==> src/rtl/vram_arbiter.sv <==
// vram_arbiter: shares one single-port VRAM between the display reader, which
// always wins, and a writer decoupled through a small FIFO write buffer.
// Reads are never stalled; buffered writes drain only in cycles the display
// leaves free. There is no forwarding from the buffer to reads.
module vram_arbiter #(
  parameter int AW    = 15,
  parameter int DW    = 12,
  parameter int DEPTH = 4
) (
  input  logic                       clk,
  input  logic                       rst,
  input  logic                       rd_req,
  input  logic [AW-1:0]              rd_addr,
  output logic                       rd_valid,
  output logic [DW-1:0]              rd_data,
  input  logic                       wr_valid,
  output logic                       wr_ready,
  input  logic [AW-1:0]              wr_addr,
  input  logic [DW-1:0]              wr_data,
  output logic                       mem_en,
  output logic                       mem_we,
  output logic [AW-1:0]              mem_addr,
  output logic [DW-1:0]              mem_wdata,
  input  logic [DW-1:0]              mem_rdata,
  output logic [$clog2(DEPTH):0]     level
);

  localparam int PW = $clog2(DEPTH);
  localparam int LW = PW + 1;

  logic [AW-1:0] buf_addr_q [DEPTH];
  logic [DW-1:0] buf_data_q [DEPTH];
  logic [PW-1:0] wr_ptr_q, wr_ptr_d;
  logic [PW-1:0] rd_ptr_q, rd_ptr_d;
  logic [LW-1:0] level_q, level_d;
  logic          rd_valid_q;
  logic [AW-1:0] last_addr_q;
  logic [DW-1:0] last_wdata_q;

  logic full, empty, push, pop;

  // Grant: display first, then buffer head; ready depends on state and rst only.
  always_comb begin
    full      = (level_q == LW'(DEPTH));
    empty     = (level_q == '0);
    wr_ready  = !rst && !full;
    push      = wr_valid && wr_ready;
    pop       = !rst && !rd_req && !empty;
    mem_en    = !rst && (rd_req || !empty);
    mem_we    = pop;
    mem_addr  = last_addr_q;
    mem_wdata = last_wdata_q;
    if (!rst && rd_req) begin
      mem_addr = rd_addr;
    end else if (pop) begin
      mem_addr  = buf_addr_q[rd_ptr_q];
      mem_wdata = buf_data_q[rd_ptr_q];
    end
  end

  // Next-state for occupancy and pointers; pointers wrap by natural overflow.
  always_comb begin
    wr_ptr_d = push ? wr_ptr_q + PW'(1) : wr_ptr_q;
    rd_ptr_d = pop  ? rd_ptr_q + PW'(1) : rd_ptr_q;
    level_d  = level_q;
    case ({push, pop})
      2'b10:   level_d = level_q + LW'(1);
      2'b01:   level_d = level_q - LW'(1);
      default: level_d = level_q;
    endcase
  end

  // Control state; reset drops any buffered writes.
  always_ff @(posedge clk) begin
    if (rst) begin
      wr_ptr_q   <= '0;
      rd_ptr_q   <= '0;
      level_q    <= '0;
      rd_valid_q <= 1'b0;
    end else begin
      wr_ptr_q   <= wr_ptr_d;
      rd_ptr_q   <= rd_ptr_d;
      level_q    <= level_d;
      rd_valid_q <= rd_req;
    end
  end

  // Buffer storage, written at the tail on an accepted write.
  always_ff @(posedge clk) begin
    if (push) begin
      buf_addr_q[wr_ptr_q] <= wr_addr;
      buf_data_q[wr_ptr_q] <= wr_data;
    end
  end

  // Remember the last driven address/data so the bus holds while disabled.
  always_ff @(posedge clk) begin
    if (mem_en) begin
      last_addr_q  <= mem_addr;
      last_wdata_q <= mem_wdata;
    end
  end

  assign rd_valid = rd_valid_q;
  assign rd_data  = mem_rdata;
  assign level    = level_q;

endmodule

==> config.mk <==
export PLATFORM = sky130hd
export DESIGN_NAME = vram_arbiter
export DESIGN_NICKNAME = d
export VERILOG_FILES = /design/src/rtl/vram_arbiter.sv
export SDC_FILE = /design/constraint.sdc
export NUM_CORES = 1
export LEC_CHECK = 0
export ABC_AREA = 1
export CAP_MARGIN = 30
export CELL_PAD_IN_SITES_DETAIL_PLACEMENT = 0
export CELL_PAD_IN_SITES_GLOBAL_PLACEMENT = 1
export CORE_ASPECT_RATIO = 2
export CORE_UTILIZATION = 41
export DETAILED_ROUTE_END_ITERATION = 12
export PLACE_DENSITY = 0.8
export SLEW_MARGIN = 25
export SYNTH_ARGS = -nofsm -noshare
export SYNTH_HDL_FRONTEND = slang
export SYNTH_SLANG_ARGS = --single-unit
export TNS_END_PERCENT = 50
==> constraint.sdc <==
create_clock -name clk -period 3.74 [get_ports clk]
set_input_delay 0.935 -clock clk [delete_from_list [all_inputs] [get_ports clk]]
set_output_delay 0.935 -clock clk [all_outputs]
set_load 0.005 [all_outputs]
Word level (Yosys, flattened, before mapping)
Memories as Yosys holds them, arrays and structs flattened. A register that Yosys moved wholly into a read port is not among the register bits.
Cells that the tools add are included.
{ "word_totals": {"ff_bits": 35, "latchBits": 0, "ramBits": 108, "rom_bits": 0, "in_bits": 58, "n_memories": 2} }
{ "classes": {"addsub": 4, "multipliers": 0, "div_mod_pow": 0, "magnitude_cmp": 0, "eq_ne": 3, "n_shift": 0, "n_mux": 11, "bitwise": 0, "n_reduce_logical": 13} }
{ "memory_table": {"columns": ["name", "words", "word_bits", "rd", "rd_clocked_by_memory_dff", "wr", "line", "rtl"], "rows": [
  ["buf_addr_q", 4, 15, 1, 1, 1, "31", "logic [AW-1:0] buf_addr_q [DEPTH];"],
  ["buf_data_q", 4, 12, 1, 1, 1, "32", "logic [DW-1:0] buf_data_q [DEPTH];"]
]} }
{ "op_table": {"columns": ["operator", "count"], "rows": [
  ["$mux 15", 2],
  ["$mux 12", 2],
  ["$mux 2", 4],
  ["$logic_and 1x1->1", 6],
  ["$pmux 3 s2", 1],
  ["$add 2x1->2 const B", 2],
  ["$logic_not 1->1", 4],
  ["$add 3x1->3 const B", 1],
  ["$eq 3x3->1 const B", 1],
  ["$logic_not 3->1", 1],
  ["$sub 3x1->3 const B", 1],
  ["$eq 2x1->1 const B", 1],
  ["$eq 2x2->1 const B", 1],
  ["$mux 1", 2],
  ["$reduce_bool 2->1", 1],
  ["$logic_or 1x1->1", 1]
]} }

Depth between registers and ports, before layout
{ "logic_depth": {"word_depth": 6, "mapped_depth": 15, "depth_no_buf": 13} }

Worst setup path after synthesis
No wires, ideal clock.
{ "synth_path": {"path_type": "in2out", "startpoint": "input port rd_req", "endpoint": "output port mem_en", "arrival_time_ns": 2.484, "required_time_ns": 2.805, "setup_slack_ns": 0.321, "cell_stages": 2, "n_path_buf": 0, "cell_sequence": "inv_1 a31oi_1"} }
{ "synth_between": {"elab_chain_len": 2} }
{ "synth_rtl": {"columns": ["element", "line", "rtl"], "rows": [
  ["from (decl)", "12", "input logic rd_req,"],
  ["$logic_or 1x1->1", "49", "mem_en = !rst && (rd_req || !empty);"],
  ["$logic_and 1x1->1", "49", null],
  ["to (decl)", "20", "output logic mem_en,"]
]} }
No other way between the ends.

Worst setup path after layout
{ "layout_path": {"startpoint": "input port rst", "endpoint": "output port mem_addr[4]"} }
{ "layout_between": {"elab_chain_len": 5, "word_cells_on_any_way": 6} }
{ "layout_rtl": {"columns": ["element", "line", "rtl"], "rows": [
  ["from (decl)", "11", "input logic rst,"],
  ["$logic_not 1->1 (*)", "48, 53", null],
  ["$logic_and 1x1->1 (2 in a row)", "48", "pop = !rst && !rd_req && !empty;"],
  ["$mux 15", "55", "end else if (pop) begin"],
  ["$mux 15 (*)", "53", "if (!rst && rd_req) begin"],
  ["to (decl)", "22", "output logic [AW-1:0] mem_addr,"]
]} }
Every way passes the cells marked *; elsewhere a longest branch is shown, timed or not.

==> metrics <==
Pre-antenna DRT Iters 5; family with the most delay on the worst path buffers and inverters; Worst Max-Slew Pin Slew 0.869 ns; setup violators final 0; layout net count 701; min-delay worst type flop to flop; CP startpoint rst; Fmax achieved 279 MHz; Routed wire per std cell 15.1 um; Critical Path AT 2.65 ns; total clock sinks 145; ratio of cells with drive above 1 in the final layout 8.15%; I/O Buffers 79; setup TNS 0 ns; crit-path cells clkdlybuf4s50_1, buf_4, nor2_2, buf_12, a21oi_1, nand2_1, nand2_1, clkdlybuf4s50_1; Tmin final 3.59 ns; CTS Buffer Depth 2; die area 15400 sq um; status complete, no violations; GRT Residual Overflow 0; GRT Overall Usage 17.7%; Reg clk slew, reported paths 0.05 ns; Avg Inst Size Synth 10.9 sq um; Root Driver clkbuf_16; critical path startpoint category input port; max_slew headroom 42.0%; post-cts hold buffer count 0; register bit total from synthesis 145; I/O pin cnt 104; maxcap violations 0; mapped cell area 6100 sq um; count of cell types in the netlist 21; Peak VDD IR 0.301 mV; number of global-route vias before repair 4121; Post-CTS Setup Repair Bufs 0; core area 14400 sq um; commonest non-fill, non-tap cell in the layout nand2_1; Final Hold Vio Count 0; critical path's slowest cell clkdlybuf4s50_1; kind of end point of the critical path output pin; P&R area growth vs syn 25.5%; Tcrit/Tclk final 95.9%; HP Start wr_ptr_q[1]; Max Fanout on Critical Path 31; clk_lat worst skew 0.41 ns; CP required 2.80 ns; Slew Limit Fails 0; crit path kind input port to output pin; Worst Hold Slack 0.508 ns; sequential share of the synthesized area 69.8%; RSZ-0062 raised after global routing no; DRC Markers 0; total CTS buffers 17; Vias 4064; largest net degree at the start of global routing 55; cell row count 62; die height 174 um; H-tree Lvls 4; Via density 4.82; reg2reg start level[0]; Critical Path Max Stage Delay 0.51 ns; Buf/Inv on CP 4; syn_nets 625; Post-DP HPWL 8290 um; Final Skew 0.00915 ns; post-CTS resize count 0; most frequent cells in the layout nand2_1 (191), edfxtp_1 (135), clkdlybuf4s50_1 (79); post-detailed-route count of antenna-violating nets 0; Post-Syn Instances 561; Layout fillers 1275; final wirelength 12800 um; RD Place Congestion 0.799; leakage power 2.95 nW; Initial Util 42.3%; Synth warnings 0; initial antenna violation count 1; CTS tree built; Pwr Density 528 nW/um^2; Horiz. Die Dim 88.2 um; Initial DRC Count 237; global-route wire length before repair 19900 um
layer usage:
| metal | GRT usage, % | routed length, um | vias up |
|---|---|---|---|
| li1 | - | - | 2013 |
| met4 | 9.14 | 376 | 0 |
| met3 | 4.37 | 487 | 22 |
| met1 | 19.3 | 5050 | 1928 |
| met2 | 30.7 | 6850 | 101 |
| met5 | 0 | 0 | - |
synthesized netlist by cell type:
cell type | instances | area share (%)
nand2_1 | 191 | 12
edfxtp_1 | 135 | 66
nor2_1 | 59 | 3.6
nand3_1 | 34 | 2.8
inv_1 | 32 | 2.0
a21oi_1 | 20 | 1.6
o21ai_0 | 19 | 1.6
buf_4 | 14 | 1.7
buf_2 | 10 | 0.82
dfxtp_1 | 10 | 3.3
o21ai_1 | 8 | 0.66
clkbuf_1 | 7 | 0.43
ha_1 | 5 | 1.0
inv_2 | 5 | 0.31
buf_6 | 4 | 0.74
clkbuf_2 | 2 | 0.16
xor2_1 | 2 | 0.29
a31oi_1 | 1 | 0.10
fa_1 | 1 | 0.33
nand2_4 | 1 | 0.18
or2_2 | 1 | 0.10
kinds of logic (layout without fill, tap and decap cells):
family          Yosys count  in the layout  synth area share [%]
buf+inv                  74            163                  6.16
simple gates            286            286                  18.5
compound gates           48             48                  3.96
fa+ha+maj                 6              6                  1.35
flops                   145            145                  69.8
xor+xnor                  2              2                 0.287
other cells               0              1                     0
flip-flops by register name (all words and copies together) (netlist names), named ones only:
signal,count
buf_data_q,48
wr_ptr_q,2
rd_ptr_q,2
last_wdata_q,12
buf_addr_q,60
rd_valid,1
level,3
last_addr_q,15
worst reg2reg max path, stage by stage, from the launching register on:
cell and delay [ns]:
dfxtp_1 0.32, nor2_1 0.32, nand2_1 0.11, nand3_1 0.33, ha_1 0.21, inv_1 0.06
fa_1 0.39, or2_2 0.30, nand2_1 0.09, nand2_1 0.06, nand2_1 0.06, nor2_1 0.04
layout make-up:
type	count	area (sq um)	area share [%]
antenna	1	2.50	0.0327
sequential	145	4260	55.6
timing repair buffer	94	941	12.3
tap	192	240	3.14
clock inverter	6	108	1.41
multi-input combinational	342	1500	19.5
clock buffer	26	469	6.13
inverter	37	139	1.82
report_power, final:
part | total, mW | switching (mW) | internal, mW | leakage (nW)
registers | 1.89 | 0.0225 | 1.87 | 1.32
clock network | 1.64 | 0.578 | 1.06 | 0.277
logic | 0.504 | 0.275 | 0.230 | 1.35
total | 4.04 | 0.875 | 3.16 | 2.95
final timing paths:
path                 endpoint  slack (ns)  cells after the start
setup / recovery  mem_addr[4]        0.15                      8
setup reg to reg     level[2]        1.34                     11
hold / removal    wr_ptr_q[1]        0.51                      2
hold reg to reg   wr_ptr_q[1]        0.51                      2
through the flow:
step / total power [mW] / instances / utilization [%] / setup WS, ns / cell area, sq um
final: 4.04 / 843 / 53.0 / 0.154 / 7650
after global placement: 2.42 / 810 / 49.0 / 0.168 / 7070
after detailed placement: 2.43 / 810 / 49.0 / 0.171 / 7070
after floorplan: 2.18 / 561 / - / 0.321 / 6100
after global routing: 4.19 / 843 / 53.0 / 0.0634 / 7650
after CTS: 4.08 / 842 / 53.0 / 0.163 / 7650
(Power assumes the default switching activity.)
